File: config.mk
export PLATFORM = sky130hd
export DESIGN_NAME = adder_rr_scheduler
export DESIGN_NICKNAME = d
export VERILOG_FILES = /design/src/rtl/adder_rr_scheduler_pkg.sv /design/src/rtl/adder.sv /design/src/rtl/adder_rr_scheduler_rr_arbiter.sv /design/src/rtl/adder_rr_scheduler.sv
export SDC_FILE = /design/constraint.sdc
export NUM_CORES = 1
export LEC_CHECK = 0
export BUFFER_PORTS_ARGS = -buffer_cell sky130_fd_sc_hd__buf_2
export CORE_MARGIN = 2
export CORE_UTILIZATION = 45
export DETAILED_ROUTE_END_ITERATION = 7
export GPL_TIMING_DRIVEN = 1
export PLACE_DENSITY = 0.79
export REMOVE_ABC_BUFFERS = 1
export SLEW_MARGIN = 30
export SYNTH_ARGS = -nofsm -noshare
export SYNTH_HDL_FRONTEND = slang
export SYNTH_SLANG_ARGS = --single-unit
File: constraint.sdc
create_clock -name clk -period 3 [get_ports clk]
set_clock_uncertainty 0.05 [all_clocks]
set_input_delay 0.3 -clock clk [delete_from_list [all_inputs] [get_ports clk]]
set_output_delay 0.3 -clock clk [all_outputs]
set_load 0.1 [all_outputs]
File: src/rtl/adder_rr_scheduler_pkg.sv
// adder_rr_scheduler_pkg: shared operand width and scheduler FSM encoding
package adder_rr_scheduler_pkg;
    localparam int WIDTH = 8;
    typedef enum logic [1:0] {
        IDLE = 2'd0,
        CALC = 2'd1,
        RESP = 2'd2
    } state_e;
endpackage

File: src/rtl/adder.sv
// adder: registered WIDTH-bit adder with carry out
module adder #(
    parameter int WIDTH = 8
) (
    input  logic             clk,
    input  logic [WIDTH-1:0] a,
    input  logic [WIDTH-1:0] b,
    output logic [WIDTH-1:0] sum,
    output logic             cout
);
    always_ff @(posedge clk) {cout, sum} <= {1'b0, a} + {1'b0, b};
endmodule

File: src/rtl/adder_rr_scheduler_rr_arbiter.sv
// rr_arbiter: combinational round-robin pick of the first request at or after ptr
module rr_arbiter #(
    parameter int NREQ = 4,
    parameter int IDW  = $clog2(NREQ)
) (
    input  logic [NREQ-1:0] req,
    input  logic [IDW-1:0]  ptr,
    output logic [NREQ-1:0] grant,
    output logic [IDW-1:0]  grant_idx
);
    logic [IDW-1:0] idx;
    // Walk offsets from farthest to nearest so the nearest hit wins last.
    always_comb begin
        grant     = '0;
        grant_idx = '0;
        idx       = '0;
        for (int k = NREQ - 1; k >= 0; k--) begin
            idx = IDW'((int'(ptr) + k) % NREQ);
            if (req[idx]) begin
                grant     = NREQ'(1) << idx;
                grant_idx = idx;
            end
        end
    end
endmodule

File: src/rtl/adder_rr_scheduler.sv
// adder_rr_scheduler: round-robin sharing of one registered adder among NREQ requesters,
// one op in flight, result tagged with the owning requester on a shared response channel
module adder_rr_scheduler
    import adder_rr_scheduler_pkg::*;
#(
    parameter int NREQ = 4,
    parameter int IDW  = $clog2(NREQ)
) (
    input  logic                  clk,
    input  logic                  rst,
    input  logic [NREQ-1:0]       req_valid,
    output logic [NREQ-1:0]       req_ready,
    input  logic [NREQ*WIDTH-1:0] req_a,
    input  logic [NREQ*WIDTH-1:0] req_b,
    output logic                  rsp_valid,
    input  logic                  rsp_ready,
    output logic [IDW-1:0]        rsp_id,
    output logic [WIDTH-1:0]      rsp_sum,
    output logic                  rsp_cout,
    output logic                  busy
);
    state_e           state_q;
    logic [IDW-1:0]   ptr_q, gid_q, ptr_d, grant_idx;
    logic [NREQ-1:0]  grant;
    logic [WIDTH-1:0] op_a_q, op_b_q, sel_a, sel_b, sum;
    logic             cout;

    rr_arbiter #(.NREQ(NREQ), .IDW(IDW)) u_arb (
        .req       (req_valid),
        .ptr       (ptr_q),
        .grant     (grant),
        .grant_idx (grant_idx)
    );

    adder #(.WIDTH(WIDTH)) u_adder (
        .clk  (clk),
        .a    (op_a_q),
        .b    (op_b_q),
        .sum  (sum),
        .cout (cout)
    );

    always_comb begin
        sel_a = '0;
        sel_b = '0;
        for (int i = 0; i < NREQ; i++) begin
            if (grant[i]) begin
                sel_a = req_a[i*WIDTH +: WIDTH];
                sel_b = req_b[i*WIDTH +: WIDTH];
            end
        end
    end

    assign ptr_d = (gid_q == IDW'(NREQ - 1)) ? '0 : gid_q + IDW'(1);

    always_ff @(posedge clk) begin
        if (rst) begin
            state_q <= IDLE;
            ptr_q   <= '0;
            gid_q   <= '0;
            op_a_q  <= '0;
            op_b_q  <= '0;
        end else begin
            case (state_q)
                IDLE: if (|req_valid) begin
                    op_a_q  <= sel_a;
                    op_b_q  <= sel_b;
                    gid_q   <= grant_idx;
                    state_q <= CALC;
                end
                CALC: state_q <= RESP;
                RESP: if (rsp_ready) begin
                    ptr_q   <= ptr_d;
                    state_q <= IDLE;
                end
                default: state_q <= IDLE;
            endcase
        end
    end

    // Op regs stay frozen through RESP, so the adder output is stable while stalled.
    assign req_ready = (!rst && state_q == IDLE) ? grant : '0;
    assign rsp_valid = !rst && state_q == RESP;
    assign rsp_id    = rsp_valid ? gid_q : '0;
    assign rsp_sum   = rsp_valid ? sum : '0;
    assign rsp_cout  = rsp_valid && cout;
    assign busy      = !rst && state_q != IDLE;
endmodule

**Word level (Yosys, flattened, before mapping)**

Cells that the tools add are included.

- Register bits: 31
- Input bits: 71
- Output and inout bits: 17
- Logic and storage cells: 67

- Add/subtract/negate cells: 5
- $lt $le $gt $ge: 4
- Eq/ne operators: 5
- Shift-type cells: 4
- Mux-type cells: 31
- Reduce and logical (&&, ||, !) cells: 11

Operators with widths:

| operator | number |
|---|---|
| 8-bit two-way mux | 9 |
| 4-bit two-way mux | 5 |
| 2-bit two-way mux | 8 |
| 1-bit by 2-bit << shifter with 4-bit output, first input constant | 4 |
| 2-bit by 3-bit less-than comparator with 1-bit output, second input constant | 4 |
| 8-bit by 8-bit adder with 9-bit output | 1 |
| 1-bit binary-select mux with 2-bit select | 4 |
| 2-bit one-hot mux with 3 select lines | 1 |
| 2-bit AND reduction | 3 |
| 2-bit by 1-bit adder with 2-bit output, second input constant | 2 |
| 2-bit adder, second input constant | 2 |
| 2-bit equality test, second input constant | 2 |
| 1-bit logical AND | 4 |
| 1-bit two-way mux | 4 |
| 2-bit != test, second input constant | 2 |
| 4-bit OR reduction | 1 |
| 2-bit by 1-bit equality test with 1-bit output, second input constant | 1 |
| 2-bit zero test | 1 |
| 2-bit nonzero test | 1 |
| 1-bit zero test | 1 |

**Depth between registers and ports, before layout**

Gate-level depths: netlist of run 1.

- Depth in word-level cells: 11
- Gate-level depth with buffers: 12
- Mapped depth without buffers: 9

**Hierarchy**

Synthesis of run 1 repeated with hierarchy kept, for this count alone.

- Cells, all modules: 256
- Area, all modules: 2,287.2 um^2

By module, submodules not included:

| module | instances | cells an instance | area an instance (um^2) | seq. area each (um^2) |
|---|---|---|---|---|
| adder_rr_scheduler | 1 | 145 | 1,292.5 | 440.4 |
| adder | 1 | 51 | 504.2 | 180.2 |
| rr_arbiter | 1 | 60 | 490.5 | 0.0 |

**Worst setup path before layout of run 1**

Ideal clock, no wire load.

- Kind: register to output
- From: register ptr_q[1]
- To: output req_ready[2]
- Arrival time: 3,473 ps
- Required time: 2,650 ps
- Setup slack: -823 ps
- Stages on the path, launching flop included: 10
- Path buffers: 2
- Cell sequence: dfxtp_1 > inv_1 > ha_1 > mux4_2 > nor2b_4 > a32oi_2 > a31o_2 > buf_2 > buf_2 > nor2_1

- Cells in the longest elaborated chain, start to end: 8

RTL lines:

| item | line | RTL |
|---|---|---|
| from (decl) | adder_rr_scheduler.sv:23 | `logic [IDW-1:0] ptr_q, gid_q, ptr_d, grant_idx;` |
| from (signal assigned) | adder_rr_scheduler.sv:73 | `ptr_q <= ptr_d;` |
| 2-bit adder | adder_rr_scheduler_rr_arbiter.sv:18 | `idx = IDW'((int'(ptr) + k) % NREQ);` |
| 1-bit binary-select mux with 2-bit select | adder_rr_scheduler_rr_arbiter.sv:19 | `if (req[idx]) begin` |
| 1-bit two-way mux (not written as such) | adder_rr_scheduler_rr_arbiter.sv:19 |  |
| 4-bit two-way mux (3 in a row) | adder_rr_scheduler_rr_arbiter.sv:19 |  |
| 4-bit two-way mux * | adder_rr_scheduler_rr_arbiter.sv:19 |  |
| 4-bit two-way mux * | adder_rr_scheduler.sv:82 | `assign req_ready = (!rst && state_q == IDLE) ? grant : '0;` |
| to (decl) | adder_rr_scheduler.sv:12 | `output logic [NREQ-1:0] req_ready,` |

Every way passes the cells marked *; elsewhere a longest branch is shown, timed or not. The select of a mux whose other input is x is not followed.

**Final worst setup path of run 1**

- From: register ptr_q[0]
- To: output req_ready[2]

Same word-level chain as after synthesis.

==> flow_summary.ini, run 1 <==
[critical_path]
worst_ep_arrival_time_ns = 2.57
worstSetupStartpointType = flip-flop
critPathMaxStageDelay_ns = 0.56
critical_path.reg2reg.endpoint = op_b_q[5]
setup.worst_path.end_class = output pin
crit_type = flip-flop to output pin
critical_path_required_ns = 2.65
cp_top_family = multiplexers
worst_path_max_delay_cell = sky130_fd_sc_hd__mux4_2
critical_path.n_buffers_inverters = 3
worstReg2RegStart = ptr_q[0]
minimum_setup_slack_among_reg_to_reg_paths_ns = 0.22
worstPathCellList = inv_1, ha_1, inv_1, mux4_2, a32oi_4, a31o_2, nor2_1, clkbuf_4
reg2regPathDepth = 9
critical_path_peak_fanout = 5
most_used_cell_cp = sky130_fd_sc_hd__inv_1

[synthesis]
synth-edff-count = 0
synthDominantCellAreaShare_pct = 27.0
avgSynthCellArea_um2 = 8.97
mappedNetlistArea_um2 = 2300
top_cell_type_by_total_area_after_synthesis = sky130_fd_sc_hd__dfxtp_1
yosys_warnings = 0
async_flop_share_pct = 0
synth_seq_area_share_pct = 27.0
synthTopCellsByArea = sky130_fd_sc_hd__dfxtp_1, sky130_fd_sc_hd__ha_1, sky130_fd_sc_hd__o2111ai_1
synth_top_flop_cell = sky130_fd_sc_hd__dfxtp_1
postSynthCellCount = 256
yosys.cell_types.count = 51
synth.ff_latch_count = 31

[global_route]
first_pass_grt_wire_length_um = 10500
gr-usage-all-layers_pct = 24.2
grt.overflow.total = 0
grt_pass1_vias = 2268
antenna_violations_before_repair = 0
grt_max_degree = 33

[die]
chipWidth_um = 75.4
floorplan.initialDensity_pct = 47.7
fp.dieArea_um2 = 5690
fp.coreArea_um2 = 4820
die_h_um = 75.4
num_rows = 25
num_io_pins = 88

[sta]
slew-limit-headroom_pct = 63.0
max_slew.worst_pin.slew_ns = 0.553
timing_hold_violations_final = 0
final-setup-viol-count = 0
fmax_mhz = 343
period_share_pct = 97.3
final_sum_of_negative_setup_slack_ns = 0
fin_crit_ns = 2.92
setup_repair_after_global_routing_missed_its_margin = false
finalMaxSlewViolations = 0

[clock_network]
clk_transition_reported_paths_ns = 0.07
tritoncts = built
clkSinkCount = 31
htreeDepth = 2
cts.path.max_buffers = 2
clockRootBuffer = sky130_fd_sc_hd__clkbuf_8
cts_made_buffers = 5
cts_setup_buffers = 0
clk_latency_ns = 0.29

[routing]
routedWlPerCell_um = 15.9
detail_route.vias_per_cell = 5.74
route.final.wire_length_um = 6550
drt-pass1-iter-count = 4
route.vias.total = 2369
drtIter0Drc = 120
drt_drc_violations_left = 0
antenna_left = 0

[min_path]
min_delay_worst_endpoint = state_q[1]
hold_depth = 2
worstHoldPathType = input pin to flip-flop
hold_start = rst

[outcome]
status = finished clean

[power]
power_leakage_nw = 1.29
design_power_total_mw = 1.52
power.ir.vdd_worst_mv = 0.236
power_per_cell_area_nw_per_um2 = 516

[job]
drv.max_cap_violation_count = 0

[cells_and_area]
num-nets-final = 434
final_layout_size_suffix_gt1_share_pct = 35.3
area_growth_syn_to_layout_pct = 28.3
antennaDiodeCount = 0
layout.cells.most_common = sky130_fd_sc_hd__buf_2
final_cell_mix = sky130_fd_sc_hd__buf_2, sky130_fd_sc_hd__dfxtp_1, sky130_fd_sc_hd__nand2_1

[place]
gp_routability_congestion = 0.875
total_of_buffers_placed_on_input_and_output_ports = 87
hpwl_dp_um = 4930
timing repair:
action                                  in CTS  in global routing
resized for setup                            0                  3
hold buffers                                 0                  0
endpoints found under the setup margin       0                  1
worst max-delay path by stage:
| stage | start | end | slack [ns] | cells past startpoint |
|---|---|---|---|---|
| after floorplan | state_q[1] | rsp_cout | -1.29 | 2 |
| after CTS | ptr_q[0] | req_ready[2] | 0.08 | 8 |
| after global placement | ptr_q[0] | op_b_q[4] | 0.34 | 10 |
| after detailed placement | ptr_q[0] | op_b_q[4] | 0.28 | 9 |
| final | ptr_q[0] | req_ready[2] | 0.08 | 8 |
| after global routing | ptr_q[1] | req_ready[1] | 0.008 | 8 |
metal layers:
metal / GRT usage (%) / up-vias / wire length [µm]
met5: 0 / - / 0
met4: 10.1 / 0 / 142
met3: 4.50 / 14 / 375
met2: 38.3 / 92 / 3220
met1: 32.4 / 1104 / 2810
li1: - / 1159 / -
area by class of cell:
| type | count | area, µm² |
|---|---|---|
| Clock inverter | 2 | 35.0 |
| Timing Repair Buffer | 98 | 538 |
| Multi-Input combinational cell | 202 | 1560 |
| Inverter | 7 | 26.3 |
| Clock buffer | 6 | 82.6 |
| Fill cell | 444 | 1870 |
| Tap cell | 67 | 83.8 |
| Sequential cell | 31 | 621 |
per-stage QoR:
step | hold WS (ns) | utilization [%] | cells | cell area [µm²] | worst slack [ns]
2_1_floorplan | 0.322 | - | 240 | 2190 | -1.29
3_3_place_gp | 0.411 | 58.4 | 405 | 2810 | 0.342
3_5_place_dp | 0.418 | 58.4 | 405 | 2810 | 0.279
4_1_cts | 0.232 | 60.8 | 413 | 2930 | 0.0812
5_1_grt | 0.249 | 61.1 | 413 | 2950 | 0.00767
6_report | 0.252 | 61.1 | 413 | 2950 | 0.0807
registers in the layout, indices dropped and copies added, names as in the netlist:
register / count
op_a_q: 8
op_b_q: 8
u_adder.sum: 8
gid_q: 2
ptr_q: 2
state_q: 2
u_adder.cout: 1
kinds of logic after synthesis:
group | synth area share (%)
compound gates | 31.1
fa+ha+maj | 10.1
buf+inv | 5.56
mux | 8.28
xor+xnor | 2.29
flops | 27.0
simple gates | 15.6
synth_stat cells, types with 2 or more instances:
library cell                number
sky130_fd_sc_hd__nand2_1        25
sky130_fd_sc_hd__buf_2           6
sky130_fd_sc_hd__o2111ai_1      16
sky130_fd_sc_hd__clkbuf_1        6
sky130_fd_sc_hd__xnor2_1         4
sky130_fd_sc_hd__o211ai_1       16
sky130_fd_sc_hd__inv_1           7
sky130_fd_sc_hd__o21ai_1         4
sky130_fd_sc_hd__xor2_1          2
sky130_fd_sc_hd__a21oi_1        10
sky130_fd_sc_hd__mux4_2          3
sky130_fd_sc_hd__dfxtp_1        31
sky130_fd_sc_hd__buf_6           3
sky130_fd_sc_hd__a21o_1          2
sky130_fd_sc_hd__ha_1           17
sky130_fd_sc_hd__and2_1         11
sky130_fd_sc_hd__mux2i_1         4
sky130_fd_sc_hd__o21bai_1        2
sky130_fd_sc_hd__nor2b_1         4
sky130_fd_sc_hd__mux2_2          3
sky130_fd_sc_hd__nor2_1         15
sky130_fd_sc_hd__a221oi_1       15
sky130_fd_sc_hd__o21ai_0        20
sky130_fd_sc_hd__nor3_1          3
report_power, final:
part,internal (mW),switching [mW]
clock network,0.269,0.164
logic,0.214,0.325
registers,0.506,0.0420
No activity file was read; power rests on OpenSTA's default activity.
==> run 2, diff against run 1 <==
--- a/config.mk
+++ b/config.mk
@@ -7,10 +7,11 @@
 export LEC_CHECK = 0
 export BUFFER_PORTS_ARGS = -buffer_cell sky130_fd_sc_hd__buf_2
 export CORE_MARGIN = 2
-export CORE_UTILIZATION = 45
+export CORE_UTILIZATION = 46
+export CTS_BUF_LIST = sky130_fd_sc_hd__clkbuf_4
 export DETAILED_ROUTE_END_ITERATION = 7
 export GPL_TIMING_DRIVEN = 1
-export PLACE_DENSITY = 0.79
+export PLACE_DENSITY = 0.81
 export REMOVE_ABC_BUFFERS = 1
 export SLEW_MARGIN = 30
 export SYNTH_ARGS = -nofsm -noshare
==> run 2 against run 1 <==
Against the previous run: hold slack got worse by 0.068 ns; clock power fell by 25%; sequential power barely moved; critical path depth is the same; critical path type unchanged; sequential cell count unchanged; final area down 0.21%; via count increased by 2.2%; utilization grew 0.67 points; first-iteration DRC count grew 58%; sequential share of layout area about the same; setup slack better by 0.037 ns.
==> flow_summary.ini, run 2 (same netlist as run 1, synthesis figures left out) <==
[outcome]
status = finished clean

[critical_path]
setup.worst_path.end_class = output pin
reg2regPathDepth = 10
worstSetupStartpointType = flip-flop
worstReg2RegStart = ptr_q[0]
critPathMaxStageDelay_ns = 0.42
critical_path_peak_fanout = 8
crit_type = flip-flop to output pin
critical_path_required_ns = 2.65
worst_ep_arrival_time_ns = 2.53
minimum_setup_slack_among_reg_to_reg_paths_ns = 0.32
critical_path.reg2reg.endpoint = op_a_q[4]
worstPathCellList = inv_1, ha_2, mux4_2, nor2b_4, a32oi_4, a31o_2, nor2_1, buf_4
worst_path_max_delay_cell = sky130_fd_sc_hd__mux4_2

[die]
num_rows = 25
floorplan.initialDensity_pct = 48.3
die_h_um = 74.7
num_io_pins = 88
fp.coreArea_um2 = 4750
chipWidth_um = 74.7
fp.dieArea_um2 = 5570

[clock_network]
tritoncts = built
cts.path.max_buffers = 2
clk_latency_ns = 0.35
cts_made_buffers = 5
clkSinkCount = 31
clk_transition_reported_paths_ns = 0.11
clockRootBuffer = sky130_fd_sc_hd__clkbuf_4
htreeDepth = 2

[cells_and_area]
final_cell_mix = sky130_fd_sc_hd__buf_2, sky130_fd_sc_hd__dfxtp_1, sky130_fd_sc_hd__nand2_1
num-nets-final = 436
area_growth_syn_to_layout_pct = 28.0
fin_cells = 415
multi_input_comb_area_um2 = 1560
final_layout_size_suffix_gt1_share_pct = 35.9
layout.area.seq_um2 = 621
final.fill_count = 453
finish.instance_area_um2 = 2940
layout.cells.most_common = sky130_fd_sc_hd__buf_2
antennaDiodeCount = 0

[global_route]
grt.overflow.total = 0
grt_pass1_vias = 2145
grt_max_degree = 33
gr-usage-all-layers_pct = 23.1
first_pass_grt_wire_length_um = 9800
antenna_violations_before_repair = 0

[place]
dpl.cell_count = 403
gp_routability_congestion = 0.917
total_of_buffers_placed_on_input_and_output_ports = 87
hpwl_dp_um = 4860
placement.cell_area_um2 = 2800

[power]
power.ir.vdd_worst_mv = 0.234
power_leakage_nw = 1.29
power_per_cell_area_nw_per_um2 = 485

[sta]
max_slew.worst_pin.slew_ns = 0.662
setup_repair_after_global_routing_missed_its_margin = false
slew-limit-headroom_pct = 55.8
timing_hold_violations_final = 0
fin_crit_ns = 2.88
fmax_mhz = 347
finalMaxSlewViolations = 0
final-setup-viol-count = 0
period_share_pct = 96.1

[routing]
route.vias.total = 2421
drtIter0Drc = 190
detail_route.vias_per_cell = 5.83
route.final.wire_length_um = 6460
drt_drc_violations_left = 0
drt-pass1-iter-count = 5
routedWlPerCell_um = 15.6
antenna_left = 0

[min_path]
min_delay_worst_endpoint = gid_q[0]
hold_depth = 2
hold_start = rst
worstHoldPathType = input pin to flip-flop

[job]
drv.max_cap_violation_count = 0
run 2: changes by cell type in the layout (fill, tap and decap cells not counted), sizes merged:
cell,delta
buf,+4
clkbuf,-3
clkinv,+1
run 2: where the power goes:
group	internal (mW)	switching, mW	total [mW]
clock network	0.171	0.155	0.326
logic	0.225	0.329	0.554
registers	0.505	0.0403	0.545
total	0.901	0.525	1.43
run 2: worst max-delay path by stage:
stage / startpoint / end / slack, ns / cells past startpoint
3_3_place_gp: ptr_q[0] / op_a_q[0] / 0.23 / 9
2_1_floorplan: state_q[1] / rsp_cout / -1.29 / 2
6_report: ptr_q[1] / req_ready[2] / 0.12 / 8
5_1_grt: ptr_q[1] / req_ready[2] / 0.01 / 8
3_5_place_dp: ptr_q[0] / op_a_q[4] / 0.12 / 9
4_1_cts: ptr_q[0] / req_ready[1] / 0.05 / 8
run 2: worst max-delay path, delay by kind of cell, from the launching register on:
family	cells	cell delay, ns
mux	1	0.42
fa+ha+maj	1	0.38
buf+inv	2	0.36
simple gates	2	0.31
flops	1	0.35
compound gates	2	0.37
run 2: area by class of cell:
cell class | count | share of cell area [%]
Clock buffer | 5 | 1.28
Clock inverter | 3 | 1.32
Inverter | 7 | 0.894
Multi-Input combinational cell | 202 | 53.2
Sequential cell | 31 | 21.1
Tap cell | 67 | 2.85
Timing Repair Buffer | 100 | 19.3
run 2: routing by layer:
layer	wire length (µm)	global-route usage, %	vias up
li1	-	-	1174
met1	2730	30.4	1107
met4	118	7.34	0
met2	3100	36.9	126
met5	0	0	-
met3	511	6.43	14
run 2: through the flow:
stage	utilization, %	power, mW	setup TNS, ns	hold slack, ns	setup WS (ns)
after global routing	61.8	1.51	0	0.177	0.0107
after detailed placement	58.9	1.08	0	0.422	0.124
final	61.8	1.43	0	0.184	0.117
after floorplan	-	0.915	-16.92	0.322	-1.29
after CTS	60.5	1.40	0	0.184	0.0521
after global placement	58.8	1.07	0	0.412	0.231
run 2: what timing repair did:
item,4_1_cts,5_1_grt
resized for setup,1,6
endpoints found under the setup margin,1,19
pin swaps,0,2
hold buffers,0,0
setup buffers,0,4
==> run 3, diff against run 2 <==
==> constraint.sdc (replaced) <==
create_clock -name clk -period 2.65 [get_ports clk]
set_clock_uncertainty 0.05 [all_clocks]
set_input_delay 0.265 -clock clk [delete_from_list [all_inputs] [get_ports clk]]
set_output_delay 0.265 -clock clk [all_outputs]
set_load 0.1 [all_outputs]
==> run 3 against run 2 <==
Against the previous run: the run now ends with negative setup slack left; sequential cell count did not move; highest routed layer unchanged; first-iteration DRC count unchanged; clock-buffer cell count unchanged; utilization increased by 4.4 points; power up 19%; via count is 5.1% higher; hold slack got worse by 0.051 ns; routed wire length increased by 10%; sequential share of layout area fell by 1.3 points; largest cell class unchanged; non-clock buffer count rose by 8; cell count increased by 1.9%; combinational power increased by 26%.
==> flow_summary.ini, run 3 (same netlist as run 1, synthesis figures left out) <==
[global_route]
first_pass_grt_wire_length_um = 11200
grt_max_degree = 29
grt.overflow.total = 0
gr-usage-all-layers_pct = 26.0
grt_pass1_vias = 2408
antenna_violations_before_repair = 0

[routing]
detailroute.wirelength.met2_um = 3480
drtIter0Drc = 190
drt-pass1-iter-count = 5
route.vias.total = 2544
detail_route.vias_per_cell = 6.01
met3_wirelength_um = 537
drt_drc_violations_left = 0
top_signal_layer_used = met4
routedWlPerCell_um = 16.8
route.final.wire_length_um = 7110
drt-met1-wl_um = 2900
antenna_left = 0

[critical_path]
reg2regPathDepth = 11
setup.worst_path.end_class = output pin
critical_path_peak_fanout = 5
crit_type = flip-flop to output pin
worst_path_max_delay_cell = sky130_fd_sc_hd__mux4_2
worst_ep_arrival_time_ns = 2.36
critPathMaxStageDelay_ns = 0.38
worstSetupStartpointType = flip-flop
worstPathCellList = inv_2, ha_4, buf_6, mux4_2, nor2b_4, a32oi_4, a31o_4, nor2_4, buf_12
critical_path_required_ns = 2.34

[cells_and_area]
layout.cells.most_common = sky130_fd_sc_hd__buf_2
area_growth_syn_to_layout_pct = 37.2
final.fill_count = 397
final_util_pct = 66.2
final_cell_mix = sky130_fd_sc_hd__buf_2, sky130_fd_sc_hd__dfxtp_1, sky130_fd_sc_hd__nand2_1
finish.instance_area_um2 = 3150
final_layout_size_suffix_gt1_share_pct = 41.9
num-nets-final = 444
antennaDiodeCount = 0

[sta]
timing_hold_violations_final = 0
fin_crit_ns = 2.68
fmax_mhz = 374
final-setup-viol-count = 4
max_slew.worst_pin.slew_ns = 0.490
slew-limit-headroom_pct = 67.6
post_route_setup_slack_ns = -0.0257
period_share_pct = 101
setup_repair_after_global_routing_missed_its_margin = true
final_sum_of_negative_setup_slack_ns = -0.0665
finalMaxSlewViolations = 0

[place]
placement.cell_area_um2 = 2890
gp_routability_congestion = 0.916
preCtsSetupSlack_ns = -0.0497
hpwl_dp_um = 5100
total_of_buffers_placed_on_input_and_output_ports = 87

[min_path]
worstHoldPathType = input pin to flip-flop
hold_depth = 2

[power]
p_int_mw = 1.06
power_per_cell_area_nw_per_um2 = 538
design_power_total_mw = 1.70
netSwitchingFraction_pct = 37.4
power.switching_mw = 0.635
pwr-share-seq_pct = 36.5
power_leakage_nw = 1.36
clock_power_share_pct = 22.2
power.combinational.fraction_pct = 41.3
power.ir.vdd_worst_mv = 0.274

[clock_network]
clk_transition_reported_paths_ns = 0.12
hold_buffers = 0
htreeDepth = 2
clk_latency_ns = 0.35
cts_made_buffers = 5
clockRootBuffer = sky130_fd_sc_hd__clkbuf_4
cts.path.max_buffers = 2
clkSinkCount = 31
tritoncts = built

[die]
floorplan.initialDensity_pct = 48.3
die_h_um = 74.7
num_io_pins = 88
fp.coreArea_um2 = 4750
chipWidth_um = 74.7
num_rows = 25
fp.dieArea_um2 = 5570

[outcome]
violated_checks = negative setup slack
status = finished, violations left

[job]
drv.max_cap_violation_count = 0
[run 3: cell types whose count changed in the layout (fill, tap and decap cells not counted), sizes merged]
| cell | change |
|---|---|
| buf | +8 |
[run 3: timing repair]
action	CTS	global route
pin swaps	7	5
gates resized for setup	24	7
setup buffers	6	2
setup endpoints to repair	19	20
[run 3: power by group through the flow]
stage / Combinational, mW / Sequential (mW) / Clock, mW
after floorplan: 0.418 / 0.618 / 0
after global placement: 0.611 / 0.624 / 0
after detailed placement: 0.631 / 0.628 / 0
after CTS: 0.672 / 0.618 / 0.371
after global routing: 0.757 / 0.629 / 0.396
final: 0.700 / 0.619 / 0.376
[run 3: stage by stage]
step / std cells / hold WS, ns
global route: 423 / 0.151
CTS: 421 / 0.140
floorplan: 240 / 0.287
global placement: 407 / 0.409
finish: 423 / 0.133
detailed placement: 407 / 0.419
[run 3: worst paths after layout]
kind	start	to	slack [ns]
hold / removal	rst	ptr_q[0]	0.13
setup / recovery	ptr_q[1]	req_ready[2]	-0.03
hold reg to reg	op_b_q[7]	op_b_q[7]	0.45
setup reg to reg	ptr_q[1]	op_a_q[4]	0.01
[run 3: critical path, delay by kind of cell (launching register included)]
kind	cells	cell delay, ns
mux	1	0.38
buf+inv	3	0.34
flops	1	0.37
compound gates	2	0.35
fa+ha+maj	1	0.27
simple gates	2	0.28
[run 3: layout make-up]
| cell class | instances | area (µm²) | share of cell area [%] |
|---|---|---|---|
| inverters | 7 | 26.3 | 0.834 |
| clock buffers | 5 | 37.5 | 1.19 |
| flip-flops and latches | 31 | 623 | 19.8 |
| clock inverters | 3 | 38.8 | 1.23 |
| repair buffers | 108 | 702 | 22.3 |
| well taps | 67 | 83.8 | 2.66 |
| multi-input cells | 202 | 1640 | 52.0 |
[run 3: metal layers]
metal | up-vias | global-route usage (%)
met3 | 23 | 4.69
li1 | 1186 | -
met5 | - | 0
met1 | 1204 | 33.3
met2 | 131 | 43.3
met4 | 0 | 10.9
